### src/rtl/vram_dma_controller_pkg.sv
// Shared definitions for the VRAM DMA sequencer: FSM states, register offsets,
// CTRL bit positions and the register-window decode helper.
package vram_dma_controller_pkg;

    typedef enum logic [1:0] {
        ST_IDLE    = 2'd0,
        ST_WAIT_VB = 2'd1,
        ST_READ    = 2'd2,
        ST_WRITE   = 2'd3
    } dma_state_e;

    localparam logic [1:0] OFS_SRC  = 2'd0;
    localparam logic [1:0] OFS_DST  = 2'd1;
    localparam logic [1:0] OFS_LEN  = 2'd2;
    localparam logic [1:0] OFS_CTRL = 2'd3;

    localparam int CTRL_START   = 0;
    localparam int CTRL_WAIT_VB = 1;
    localparam int CTRL_ABORT   = 2;

    // True when addr falls inside the four-word register window starting at base.
    function automatic logic reg_hit(input logic [15:0] addr, input logic [15:0] base);
        logic [15:0] delta;
        delta = addr - base;
        return (delta < 16'd4);
    endfunction

endpackage

### src/rtl/vram_dma_controller_dma_regfile.sv
// DMA configuration registers: address decode, CPU writes and
// one-cycle registered readback that mimics RAM read latency.
module dma_regfile
    import vram_dma_controller_pkg::*;
#(
    parameter logic [15:0] DMA_BASE  = 16'h4804,
    parameter int          LEN_WIDTH = 13
) (
    input  logic                 clk,
    input  logic                 rst,
    input  logic [15:0]          cpu_memaddr,
    input  logic                 cpu_memwrite,
    input  logic [15:0]          cpu_writedata,
    input  logic                 cfg_en,
    input  logic                 rd_en,
    input  logic                 busy,
    input  logic                 done,
    output logic [15:0]          src,
    output logic [15:0]          dst,
    output logic [LEN_WIDTH-1:0] len,
    output logic                 hit,
    output logic                 ctrl_wr,
    output logic                 rd_sel,
    output logic [15:0]          rd_data
);

    logic [15:0]          src_r;
    logic [15:0]          dst_r;
    logic [LEN_WIDTH-1:0] len_r;
    logic                 rd_sel_r;
    logic [15:0]          rd_data_r;
    logic [1:0]           ofs_s;
    logic [15:0]          rd_mux_s;

    assign hit     = reg_hit(cpu_memaddr, DMA_BASE);
    assign ofs_s   = 2'(cpu_memaddr - DMA_BASE);
    assign ctrl_wr = hit && cpu_memwrite && (ofs_s == OFS_CTRL);

    // Configuration writes are only accepted while the sequencer is idle.
    always_ff @(posedge clk or negedge rst) begin
        if (!rst) begin
            src_r <= 16'h0000;
            dst_r <= 16'h0000;
            len_r <= '0;
        end else if (cfg_en && cpu_memwrite && hit) begin
            case (ofs_s)
                OFS_SRC: src_r <= cpu_writedata;
                OFS_DST: dst_r <= cpu_writedata;
                OFS_LEN: len_r <= cpu_writedata[LEN_WIDTH-1:0];
                default: ;
            endcase
        end
    end

    // Readback value selection for the addressed register.
    always_comb begin
        rd_mux_s = 16'h0000;
        case (ofs_s)
            OFS_SRC:  rd_mux_s = src_r;
            OFS_DST:  rd_mux_s = dst_r;
            OFS_LEN:  rd_mux_s[LEN_WIDTH-1:0] = len_r;
            OFS_CTRL: rd_mux_s = {14'b0, done, busy};
            default:  rd_mux_s = 16'h0000;
        endcase
    end

    // Register the readback so it lines up with the memory's read latency.
    always_ff @(posedge clk or negedge rst) begin
        if (!rst) begin
            rd_sel_r  <= 1'b0;
            rd_data_r <= 16'h0000;
        end else begin
            rd_sel_r  <= hit && rd_en;
            rd_data_r <= rd_mux_s;
        end
    end

    assign src     = src_r;
    assign dst     = dst_r;
    assign len     = len_r;
    assign rd_sel  = rd_sel_r;
    assign rd_data = rd_data_r;

endmodule

### src/rtl/vram_dma_controller.sv
// Block-copy DMA sequencer on the CPU memory port; stalls the CPU while it
// owns the port and can defer copying until vertical blank.
module vram_dma_controller
    import vram_dma_controller_pkg::*;
#(
    parameter logic [15:0] DMA_BASE  = 16'h4804,
    parameter int          LEN_WIDTH = 13
) (
    input  logic        clk,
    input  logic        rst,
    input  logic [15:0] cpu_memaddr,
    input  logic        cpu_memwrite,
    input  logic [15:0] cpu_writedata,
    output logic [15:0] cpu_memdata,
    output logic        cpu_stall,
    output logic [15:0] mem_addr,
    output logic        mem_write,
    output logic [15:0] mem_wdata,
    input  logic [15:0] mem_rdata,
    input  logic        vbright,
    output logic        busy,
    output logic        done
);

    dma_state_e           state_r;
    dma_state_e           state_nx_s;
    logic [15:0]          src_ptr_r;
    logic [15:0]          dst_ptr_r;
    logic [LEN_WIDTH-1:0] count_r;
    logic                 wait_vb_r;
    logic                 done_r;

    logic [15:0]          src_s;
    logic [15:0]          dst_s;
    logic [LEN_WIDTH-1:0] len_s;
    logic                 hit_s;
    logic                 ctrl_wr_s;
    logic                 rd_sel_s;
    logic [15:0]          rd_data_s;
    logic                 start_s;
    logic                 abort_s;
    logic                 last_word_s;

    assign abort_s     = ctrl_wr_s && cpu_writedata[CTRL_ABORT];
    assign start_s     = ctrl_wr_s && cpu_writedata[CTRL_START] && !cpu_writedata[CTRL_ABORT];
    assign last_word_s = (count_r == LEN_WIDTH'(1));

    dma_regfile #(
        .DMA_BASE  (DMA_BASE),
        .LEN_WIDTH (LEN_WIDTH)
    ) u_regs (
        .clk           (clk),
        .rst           (rst),
        .cpu_memaddr   (cpu_memaddr),
        .cpu_memwrite  (cpu_memwrite),
        .cpu_writedata (cpu_writedata),
        .cfg_en        (state_r == ST_IDLE),
        .rd_en         (!cpu_stall),
        .busy          (busy),
        .done          (done_r),
        .src           (src_s),
        .dst           (dst_s),
        .len           (len_s),
        .hit           (hit_s),
        .ctrl_wr       (ctrl_wr_s),
        .rd_sel        (rd_sel_s),
        .rd_data       (rd_data_s)
    );

    // State register.
    always_ff @(posedge clk or negedge rst) begin
        if (!rst) state_r <= ST_IDLE;
        else      state_r <= state_nx_s;
    end

    // Next-state logic; a word in flight always finishes before pausing.
    always_comb begin
        state_nx_s = state_r;
        case (state_r)
            ST_IDLE: begin
                if (start_s && (len_s != '0))
                    state_nx_s = cpu_writedata[CTRL_WAIT_VB] ? ST_WAIT_VB : ST_READ;
                else
                    state_nx_s = ST_IDLE;
            end
            ST_WAIT_VB: begin
                if (abort_s)       state_nx_s = ST_IDLE;
                else if (!vbright) state_nx_s = ST_READ;
                else               state_nx_s = ST_WAIT_VB;
            end
            ST_READ: state_nx_s = ST_WRITE;
            ST_WRITE: begin
                if (last_word_s)               state_nx_s = ST_IDLE;
                else if (wait_vb_r && vbright) state_nx_s = ST_WAIT_VB;
                else                           state_nx_s = ST_READ;
            end
            default: state_nx_s = ST_IDLE;
        endcase
    end

    // Transfer pointers, remaining count and sticky completion flag.
    always_ff @(posedge clk or negedge rst) begin
        if (!rst) begin
            src_ptr_r <= 16'h0000;
            dst_ptr_r <= 16'h0000;
            count_r   <= '0;
            wait_vb_r <= 1'b0;
            done_r    <= 1'b0;
        end else begin
            case (state_r)
                ST_IDLE: begin
                    if (start_s) begin
                        src_ptr_r <= src_s;
                        dst_ptr_r <= dst_s;
                        count_r   <= len_s;
                        wait_vb_r <= cpu_writedata[CTRL_WAIT_VB];
                        done_r    <= (len_s == '0);
                    end
                end
                ST_WRITE: begin
                    src_ptr_r <= src_ptr_r + 16'd1;
                    dst_ptr_r <= dst_ptr_r + 16'd1;
                    count_r   <= count_r - LEN_WIDTH'(1);
                    if (last_word_s) done_r <= 1'b1;
                end
                default: ;
            endcase
        end
    end

    // Memory port ownership: CPU pass-through except while copying a word.
    always_comb begin
        mem_addr  = cpu_memaddr;
        mem_wdata = cpu_writedata;
        mem_write = cpu_memwrite && !hit_s;
        cpu_stall = 1'b0;
        case (state_r)
            ST_READ: begin
                mem_addr  = src_ptr_r;
                mem_write = 1'b0;
                cpu_stall = 1'b1;
            end
            ST_WRITE: begin
                mem_addr  = dst_ptr_r;
                mem_wdata = mem_rdata;
                mem_write = 1'b1;
                cpu_stall = 1'b1;
            end
            default: ;
        endcase
    end

    assign cpu_memdata = rd_sel_s ? rd_data_s : mem_rdata;
    assign busy        = (state_r != ST_IDLE);
    assign done        = done_r;

endmodule

### config.mk
export PLATFORM = sky130hd
export DESIGN_NAME = vram_dma_controller
export DESIGN_NICKNAME = d
export VERILOG_FILES = /design/src/rtl/vram_dma_controller_pkg.sv /design/src/rtl/vram_dma_controller_dma_regfile.sv /design/src/rtl/vram_dma_controller.sv
export SDC_FILE = /design/constraint.sdc
export NUM_CORES = 1
export LEC_CHECK = 0
export CAP_MARGIN = 20
export CORE_MARGIN = 2
export CORE_UTILIZATION = 37
export DETAILED_ROUTE_END_ITERATION = 10
export PLACE_DENSITY_LB_ADDON = 0.12
export SKIP_CTS_REPAIR_TIMING = 1
export SYNTH_ARGS = -nofsm -noshare
export SYNTH_HDL_FRONTEND = slang
export SYNTH_HIERARCHICAL = 1
export SYNTH_SLANG_ARGS = --single-unit
### constraint.sdc
create_clock -name clk -period 2.9 [get_ports clk]
set_input_delay 0.435 -clock clk [delete_from_list [all_inputs] [get_ports clk]]
set_output_delay 0.435 -clock clk [all_outputs]
set_load 0.05 [all_outputs]
==> metrics.md, run 1 <==
| Metric | Value |
|---|---|
| Commonest non-fill, non-tap cells in the layout | dfrtp_1, nand2_1, clkdlybuf4s50_1 |
| Placed Cells | 927 |
| Util after Layout | 48.5% |
| EDFF count, synth | 0 |
| DR iter-0 viols | 465 |
| Die footprint | 17800 um^2 |
| Top_reg_cell synth | dfrtp_1 |
| Status | finished, final reports clean |
| Met2 wire len | 8950 um |
| Max_cap viols | 0 |
| Initial core utilization | 37.5% |
| Tot Pwr | 3370 uW |
| Asr flop ratio synth | 100% |
| Simple-gate share of the synthesized area | 19.8% |
| Switching power total | 919 uW |
| Main combinational cell family by area after synthesis | simple AND/OR/NAND/NOR gates |
| Most common cell after layout, fill and taps aside | dfrtp_1 |
| Top Ports | 104 |
| Fin cells | 943 |
| Post-synthesis compound-gate area fraction | 12.9% |
| # setup viols final | 0 |
| Post-route ant nets | 0 |
| Sw Ratio | 27.2% |
| Leakage power | 0.00353 uW |
| Combinational share of power | 14.6% |
| Share of cells above drive strength 1 | 21.4% |
| Fmax achieved | 409 MHz |
| HP Class | input pin to async pin |
| Post-Synth Adder-Cell Area | 0.810% |
| ANT cells | 0 |
| Detailed Routing Iterations Pass 1 | 5 |
| H-tree level count | 3 |
| Via count | 5277 |
| Site Rows | 47 |
| Net Count, Synth | 674 |
| CTS tree | done |
| I/O Buffers | 103 |
| Crit start category | input pin |
| Number of global-route vias before repair | 5243 |
| M1 WL | 8960 um |
| Post-synthesis mux area share | 17.5% |
| Clock share of power | 39.5% |
| First-pass GRT wire length | 30700 um |
| Area growth, synth to finish | 29.1% |
| Clk sinks | 111 |
| Clock buffer count from CTS | 9 |
| Clock skew | 0.00847 ns |
| Overall Global Routing Usage | 22.4% |
| Clock Root Buffer | clkbuf_16 |
| Wire per inst | 20.4 um |
| Sequential fraction of the synthesis area | 44.9% |
| Total gr overflow | 0 |
| Placed wire-length estimate | 13900 um |
| Final Hold Fails | 0 |
| Clock Latency Late Sink | 0.36 ns |
| Final GP Congestion | 0.871 |
| Worst-Margin Slew | 0.781 ns |
| Clock Path Buffers | 2 |
| Largest net degree at the start of global routing | 61 |
| Synthesis-stage register bit count | 111 |
| Pwr Density | 423 nW/um^2 |
| DIE WIDTH | 133 um |
| Via/cell ratio | 5.60 |
| Setup TNS | 0 ns |
| CP Data Arrival Time | 2.01 ns |
| Chip Height | 133 um |
| YS warnings | 6 |
| Maximum vdd drop | 0.000288 V |
| Syn Area/Cell | 10.0 um^2 |
| Seq pwr share | 45.9% |
| Min cycle time layout | 2.44 ns |
| Internal power | 2460 uW |
| Core ar. | 16500 um^2 |
| Met3 wire len | 961 um |
| DR top layer | met4 |
| Final worst-path cycle share | 84.2% |
| Initial antenna violation count | 0 |
| Slew headroom | 47.9% |
| Max Fanout on Critical Path | 5 |
| Crit Path Category | input pin to output port |
| RSZ-0062 raised after global routing | no |
| Final wirelength | 19200 um |
| Final Max Slew Viols | 0 |
| Drt drc | 0 |
| Synth Instances | 618 |
| Worst setup EP type | output port |
| Distinct cells, synth | 58 |
| Mapped Area | 6180 um^2 |
| Final net count | 774 |
| Data required time of the worst path | 2.47 ns |
| Clock transition at path regs | 0.07 ns |
| Synth Area in XOR/XNOR | 0.142% |
per-layer routing:
layer / vias up / global-route usage, %
met3: 23 / 4.30
met1: 2656 / 32.1
met4: 0 / 5.61
met2: 143 / 35.1
li1: 2455 / -
met5: - / 0
synth_stat cells (2+ instances only):
library cell	instances	area share (%)
a211oi_1	8	0.97
o221a_2	2	0.36
buf_2	14	1.1
or4_1	2	0.24
clkbuf_2	3	0.24
a221oi_1	2	0.28
mux2i_1	31	5.0
nand4_1	10	1.0
nor4b_4	3	1.2
a21oi_1	30	2.4
a311oi_1	5	0.71
buf_1	5	0.30
inv_1	12	0.73
a31oi_1	5	0.51
and3_1	10	1.0
buf_6	2	0.36
nor3_1	11	0.89
clkbuf_1	16	0.97
o32ai_1	3	0.43
mux2_2	49	8.9
nand3_1	19	1.5
a221o_1	2	0.32
a211o_1	3	0.43
o311ai_0	7	0.99
nor2_1	53	3.2
and2_1	3	0.30
and4_1	3	0.43
nor4_4	5	1.7
o21ai_0	24	1.9
dfrtp_1	111	45
ha_1	4	0.81
a21o_1	2	0.24
nand2_1	99	6.0
o211ai_1	13	1.6
mux2_1	2	0.36
mux4_2	2	0.73
o22ai_1	5	0.51
a22oi_1	3	0.36
mux2_4	10	2.4
nor4_1	7	0.71
final timing paths:
kind,slack (ns),start,endpoint,cells after the start
worst max-delay path,0.46,cpu_memaddr[9],mem_write,8
worst min-delay path,0.14,rst,u_regs/rd_data[13]$_DFF_PN0_,1
worst min register to register,0.52,wait_vb_r$_DFFE_PN0P_,wait_vb_r$_DFFE_PN0P_,2
worst max register to register,0.76,state_r[1]$_DFF_PN0_,count_r[8]$_DFFE_PN0P_,6
max in group asynchronous,1.99,rst,count_r[2]$_DFFE_PN0P_,2
min in group clk,0.52,wait_vb_r$_DFFE_PN0P_,wait_vb_r$_DFFE_PN0P_,2
power groups by stage:
stage | Clock (uW) | Sequential (uW) | Combinational [uW]
2_1_floorplan | 0 | 1580 | 233
3_5_place_dp | 0 | 1580 | 496
3_3_place_gp | 0 | 1580 | 493
6_report | 1330 | 1550 | 492
5_1_grt | 1430 | 1550 | 520
4_1_cts | 1370 | 1550 | 498
layout make-up:
cell class                 count  area, um^2
timing repair buffer         130        1410
clock buffer                  10         239
sequential                   111        2780
fill                        1533        8480
multi-input combinational    454        3160
clock inverter                 6        78.8
inverter                      12        45.0
tap                          220         275
metrics by stage:
step                      hold slack [ns]  setup slack (ns)  cell area [um^2]
final                               0.143             0.458              7980
after global routing                0.200             0.374              7980
after CTS                           0.175             0.440              7980
after detailed placement            0.480             0.244              7660
after global placement              0.467             0.331              7660
after floorplan                     0.139             0.327              6180
kinds of logic (layout without fill, tap and decap cells):
group | after synthesis | after routing
AO/OA/AOI/OAI | 120 | 120
XOR/XNOR | 1 | 1
adder cells (fa/ha/maj) | 4 | 4
buffers and inverters | 53 | 158
flip-flops | 111 | 111
multiplexers | 94 | 94
AND/OR/NAND/NOR | 235 | 235
worst max-delay path, stage by stage:
cell and delay (ns):
clkdlybuf4s50_1 0.47, nor4_4 0.35, nand4_4 0.22, inv_1 0.15, nor2_1 0.06, nand2_1 0.07, nand2_1 0.09, buf_12 0.16
state kept, by name, indices dropped and copies added (netlist names):
| signal | count |
|---|---|
| u_regs/rd_data | 16 |
| dst_ptr_r | 16 |
| u_regs/src | 16 |
| src_ptr_r | 16 |
| count_r | 13 |
| u_regs/rd_sel | 1 |
| wait_vb_r | 1 |
| state_r | 2 |
| u_regs/len | 13 |
| done | 1 |
| u_regs/dst | 16 |
Note: power is estimated with default switching activity, not from simulation.
==> inputs of run 2 (changes only) <==
==> constraint.sdc (replaced) <==
create_clock -name clk -period 2.1 [get_ports clk]
set_input_delay 0.315 -clock clk [delete_from_list [all_inputs] [get_ports clk]]
set_output_delay 0.315 -clock clk [all_outputs]
set_load 0.05 [all_outputs]
==> metrics.md, run 2 (synthesis results as in run 1) <==
| Metric | Value |
|---|---|
| Status | finished, final reports clean (unchanged) |
| Crit start category | input pin (unchanged) |
| Final Hold Fails | 0 (unchanged) |
| ANT cells | 0 (unchanged) |
| Area of the multi-input gates | 3180 um^2 (was 3160 um^2) |
| Most common cell after layout, fill and taps aside | dfrtp_1 (unchanged) |
| Post-route ant nets | 0 (unchanged) |
| Max Fanout on Critical Path | 3 (was 5) |
| Final instance area | 8510 um^2 (was 7980 um^2) |
| Min cycle time layout | 2.06 ns |
| Final net count | 805 (was 774) |
| Worst setup EP type | output port (unchanged) |
| Clock skew | 0.0110 ns (was 0.00847 ns) |
| Fmax achieved | 485 MHz |
| DIE WIDTH | 133 um (unchanged) |
| Clock transition at path regs | 0.07 ns (about the same) |
| Pwr Density | 570 nW/um^2 (was 423 nW/um^2) |
| Setup ws final | 0.0395 ns (was 0.458 ns) |
| Clock Latency Late Sink | 0.36 ns (about the same) |
| Placed wire-length estimate | 14600 um (was 13900 um) |
| Fillers | 1476 (was 1533) |
| Total gr overflow | 0 (unchanged) |
| Via count | 5343 (was 5277) |
| Commonest non-fill, non-tap cells in the layout | dfrtp_1, nand2_1, buf_4 (was dfrtp_1, nand2_1, clkdlybuf4s50_1) |
| DR iter-0 viols | 407 (was 465) |
| Pre-CTS setup slack | -0.384 ns (was 0.244 ns) |
| Crit Path Category | input pin to output port (unchanged) |
| Site Rows | 47 (unchanged) |
| Share of cells above drive strength 1 | 28.0% (was 21.4%) |
| Initial antenna violation count | 0 (unchanged) |
| Core ar. | 16500 um^2 (unchanged) |
| Clock buffer count from CTS | 9 (unchanged) |
| Number of global-route vias before repair | 5386 (was 5243) |
| Final worst-path cycle share | 98.1% |
| Clk sinks | 111 (unchanged) |
| Maximum vdd drop | 0.000384 V (was 0.000288 V) |
| Final wirelength | 19100 um (was 19200 um) |
| Chip Height | 133 um (unchanged) |
| Top Ports | 104 (unchanged) |
| Clock Root Buffer | clkbuf_16 (unchanged) |
| Placed Area | 8070 um^2 (was 7660 um^2) |
| Largest net degree at the start of global routing | 112 (was 61) |
| Wire per inst | 19.6 um (was 20.4 um) |
| Area growth, synth to finish | 37.7% (was 29.1%) |
| Clock Path Buffers | 2 (unchanged) |
| I/O Buffers | 103 (unchanged) |
| Max_cap viols | 0 (unchanged) |
| Final Max Slew Viols | 0 (unchanged) |
| RSZ-0062 raised after global routing | yes (was no) |
| # setup viols final | 0 (unchanged) |
| Drt drc | 0 (unchanged) |
| Detailed Routing Iterations Pass 1 | 5 (unchanged) |
| Via/cell ratio | 5.49 (was 5.60) |
| H-tree level count | 3 (unchanged) |
| Slew headroom | 41.3% (was 47.9%) |
| Final GP Congestion | 0.847 (was 0.871) |
| Initial core utilization | 37.5% (unchanged) |
| Overall Global Routing Usage | 22.0% (was 22.4%) |
| Setup TNS | 0 ns (unchanged) |
| CP Data Arrival Time | 1.75 ns (was 2.01 ns) |
| Leakage power | 0.00388 uW (was 0.00353 uW) |
| Storage cell area | 2780 um^2 (about the same) |
| Worst-Margin Slew | 0.878 ns (was 0.781 ns) |
| Tot Pwr | 4850 uW (was 3370 uW) |
| First-pass GRT wire length | 30300 um (was 30700 um) |
| Data required time of the worst path | 1.78 ns (was 2.47 ns) |
| CTS tree | done (unchanged) |
| Die footprint | 17800 um^2 (unchanged) |
| HP Class | input pin to async pin (unchanged) |
## run 2: stage by stage
step                      hold slack, ns  std cells  util, %
after floorplan                   0.0194        618        -
after global placement             0.450        955     49.0
after detailed placement           0.447        955     49.0
after CTS                         0.0667        971     51.0
after global routing              0.0520        974     51.7
final                            0.00531        974     51.7
## run 2: area by class of cell
cell class / count / share of cell area [%]
Clock buffer: 10 / 2.81
Clock inverter: 6 / 1.16
Inverter: 12 / 0.559
Multi-Input combinational cell: 454 / 37.3
Sequential cell: 111 / 32.7
Tap cell: 220 / 3.23
Timing Repair Buffer: 161 / 22.2
## run 2: critical path: stages
cell and delay, ns:
clkdlybuf4s50_1 0.48, and4bb_2 0.26, nand4_4 0.12, buf_6 0.17
inv_4 0.06, nor2_1 0.04, nand2_1 0.05, nand2_1 0.08
buf_12 0.16
## run 2: power by group
| group | internal (uW) | switching, uW |
|---|---|---|
| combinational | 339 | 426 |
| sequential | 2140 | 3.35 |
| clock | 1100 | 840 |
| total | 3580 | 1270 |
## run 2: metal layers
metal  part of all wire, %  track usage, %
met1                    46            30.3
met4                   2.3            6.86
met3                   4.1            4.00
met2                    48            35.6
met5                     0               0
## run 2: path summary, 6_finish.rpt
check                                 startpoint                        to  slack (ns)  cells past startpoint
min                                          rst  dst_ptr_r[9]$_DFFE_PN0P_       0.005                      2
max in group asynchronous                    rst      state_r[1]$_DFF_PN0_        1.58                      2
min in group clk           wait_vb_r$_DFFE_PN0P_     wait_vb_r$_DFFE_PN0P_        0.52                      2
max reg2reg                 state_r[0]$_DFF_PN0_    count_r[8]$_DFFE_PN0P_        0.16                      6
min reg2reg                wait_vb_r$_DFFE_PN0P_     wait_vb_r$_DFFE_PN0P_        0.52                      2
max                              cpu_memaddr[14]                 mem_write        0.04                      9
==> inputs of run 3 (changes only) <==
--- a/config.mk
+++ b/config.mk
@@ -6,6 +6,8 @@
 export NUM_CORES = 1
 export LEC_CHECK = 0
 export CAP_MARGIN = 20
+export CELL_PAD_IN_SITES_DETAIL_PLACEMENT = 0
+export CELL_PAD_IN_SITES_GLOBAL_PLACEMENT = 1
 export CORE_MARGIN = 2
 export CORE_UTILIZATION = 37
 export DETAILED_ROUTE_END_ITERATION = 10
==> metrics.md, run 3 (synthesis results as in run 1) <==
| Metric | Value |
|---|---|
| Die footprint | 17800 um^2 (unchanged) |
| Total gr overflow | 0 (unchanged) |
| Worst-Margin Slew | 0.585 ns (was 0.878 ns) |
| Final GP Congestion | 0.876 (was 0.847) |
| Clock transition at path regs | 0.08 ns (was 0.07 ns) |
| Initial core utilization | 37.5% (unchanged) |
| Clock Path Buffers | 2 (unchanged) |
| Initial antenna violation count | 0 (unchanged) |
| Slew headroom | 60.7% (was 41.3%) |
| ANT cells | 0 (unchanged) |
| First-pass GRT wire length | 30800 um (was 30300 um) |
| Crit path cell chain | clkdlybuf4s50_1 -> and4bb_2 -> nand4_4 -> buf_12 -> inv_2 -> nor2_1 -> nand2_1 -> nand2_2 -> buf_12 (was clkdlybuf4s50_1 -> and4bb_2 -> nand4_4 -> buf_6 -> inv_4 -> nor2_1 -> nand2_1 -> nand2_1 -> buf_12) |
| Switching power total | 1330 uW (was 1270 uW) |
| Via count | 5325 (was 5343) |
| # setup viols final | 0 (unchanged) |
| Crit start category | input pin (unchanged) |
| CTS tree | done (unchanged) |
| Setup TNS | 0 ns (unchanged) |
| Via/cell ratio | 5.46 (was 5.49) |
| Largest net degree at the start of global routing | 46 (was 112) |
| Top Ports | 104 (unchanged) |
| Final Hold Fails | 0 (unchanged) |
| Worst setup EP type | output port (unchanged) |
| Setup ws final | 0.0267 ns (was 0.0395 ns) |
| Combinational share of power | 16.8% (was 15.8%) |
| Fmax achieved | 482 MHz (was 485 MHz) |
| Final Max Slew Viols | 0 (unchanged) |
| RSZ-0062 raised after global routing | yes (unchanged) |
| Placed Cells | 958 (was 955) |
| I/O Buffers | 103 (unchanged) |
| Most used cell, CP | buf_12 (was nand2_1) |
| Most common cell after layout, fill and taps aside | dfrtp_1 (unchanged) |
| Min cycle time layout | 2.07 ns (was 2.06 ns) |
| HP Class | input pin to async pin (unchanged) |
| Tot Pwr | 4660 uW (was 4850 uW) |
| Clock Root Buffer | clkbuf_16 (unchanged) |
| Critical Path Source | cpu_memaddr[13] (was cpu_memaddr[14]) |
| Max Fanout on Critical Path | 4 (was 3) |
| CP Data Arrival Time | 1.76 ns (was 1.75 ns) |
| Core ar. | 16500 um^2 (unchanged) |
| Clk sinks | 111 (unchanged) |
| Wire per inst | 20.0 um (was 19.6 um) |
| Data required time of the worst path | 1.78 ns (about the same) |
| Clock buffer count from CTS | 9 (unchanged) |
| Status | finished, final reports clean (unchanged) |
| H-tree level count | 3 (unchanged) |
| Hold slack | 0.457 ns (was 0.00531 ns) |
| Share of cells above drive strength 1 | 27.6% (was 28.0%) |
| Pwr Density | 548 nW/um^2 (was 570 nW/um^2) |
| Final worst-path cycle share | 98.7% (was 98.1%) |
| DR iter-0 viols | 343 (was 407) |
| Clock share of power | 37.3% (was 40.1%) |
| Max_cap viols | 0 (unchanged) |
| Drt drc | 0 (unchanged) |
| FF-to-FF Start | state_r[1]$_DFF_PN0_ (was state_r[0]$_DFF_PN0_) |
| Critical Path Max Stage Delay | 0.42 ns (was 0.48 ns) |
| Chip Height | 133 um (unchanged) |
| Pre-CTS setup slack | -0.391 ns (was -0.384 ns) |
| Reg2reg path depth | 6 (unchanged) |
| Maximum vdd drop | 0.000417 V (was 0.000384 V) |
| Fin cells | 976 (was 974) |
| DIE WIDTH | 133 um (unchanged) |
| Final net count | 807 (was 805) |
| Commonest non-fill, non-tap cells in the layout | dfrtp_1, nand2_1, buf_4 (unchanged) |
| Leakage power | 0.00386 uW (was 0.00388 uW) |
| Seq pwr share | 45.9% (was 44.2%) |
| Number of global-route vias before repair | 5406 (was 5386) |
| Detailed Routing Iterations Pass 1 | 4 (was 5) |
| Sw Ratio | 28.4% (was 26.2%) |
| Placed wire-length estimate | 14600 um (about the same) |
| Clock skew | 0.00605 ns (was 0.0110 ns) |
| Final wirelength | 19500 um (was 19100 um) |
| Area growth, synth to finish | 37.8% (was 37.7%) |
| Clock Latency Late Sink | 0.35 ns (was 0.36 ns) |
| Crit Path Category | input pin to output port (unchanged) |
| Slowest stage cell, crit path | clkdlybuf4s50_1 (unchanged) |
| Overall Global Routing Usage | 22.2% (was 22.0%) |
| Post-route ant nets | 0 (unchanged) |
| Site Rows | 47 (unchanged) |
| R2r setup slk | 0.13 ns (was 0.16 ns) |
| Internal power | 3340 uW (was 3580 uW) |
-- run 3: power by group through the flow --
stage / Sequential [uW] / Combinational [uW] / Clock, uW
2_1_floorplan: 2180 / 325 / 0
3_3_place_gp: 2180 / 781 / 0
3_5_place_dp: 2180 / 785 / 0
4_1_cts: 2140 / 787 / 1770
5_1_grt: 2140 / 823 / 1840
6_report: 2140 / 783 / 1740
-- run 3: worst max-delay path, delay by kind of cell --
kind	cells	cell delay [ns]
buffers and inverters	4	0.80
AND/OR/NAND/NOR	5	0.64
-- run 3: per-layer routing --
metal / share of wire [%] / vias up / track usage (%)
li1: - / 2521 / -
met3: 3.7 / 21 / 2.51
met2: 47 / 150 / 36.2
met4: 1.6 / 0 / 6.03
met5: 0 / - / 0
met1: 48 / 2633 / 31.4
-- run 3: area by class of cell --
class | instances | area (um^2)
fillers | 1493 | 7950
multi-input cells | 454 | 3170
flip-flops and latches | 111 | 2780
repair buffers | 163 | 1950
well taps | 220 | 275
clock buffers | 9 | 225
clock inverters | 7 | 73.8
inverters | 12 | 45.0
-- run 3: final timing paths --
path / endpoint
max in group asynchronous: src_ptr_r[13]$_DFFE_PN0P_
worst max register to register: u_regs/dst[3]$_DFFE_PN0P_
min in group clk: wait_vb_r$_DFFE_PN0P_
worst min register to register: wait_vb_r$_DFFE_PN0P_
worst min-delay path: u_regs/len[3]$_DFFE_PN0P_
worst max-delay path: mem_write
-- run 3: metrics by stage --
step	util [%]	instance area, um^2
global placement	49.6	8160
floorplan	-	6210
global route	51.7	8520
detailed placement	49.6	8160
CTS	51.4	8460
finish	51.7	8520
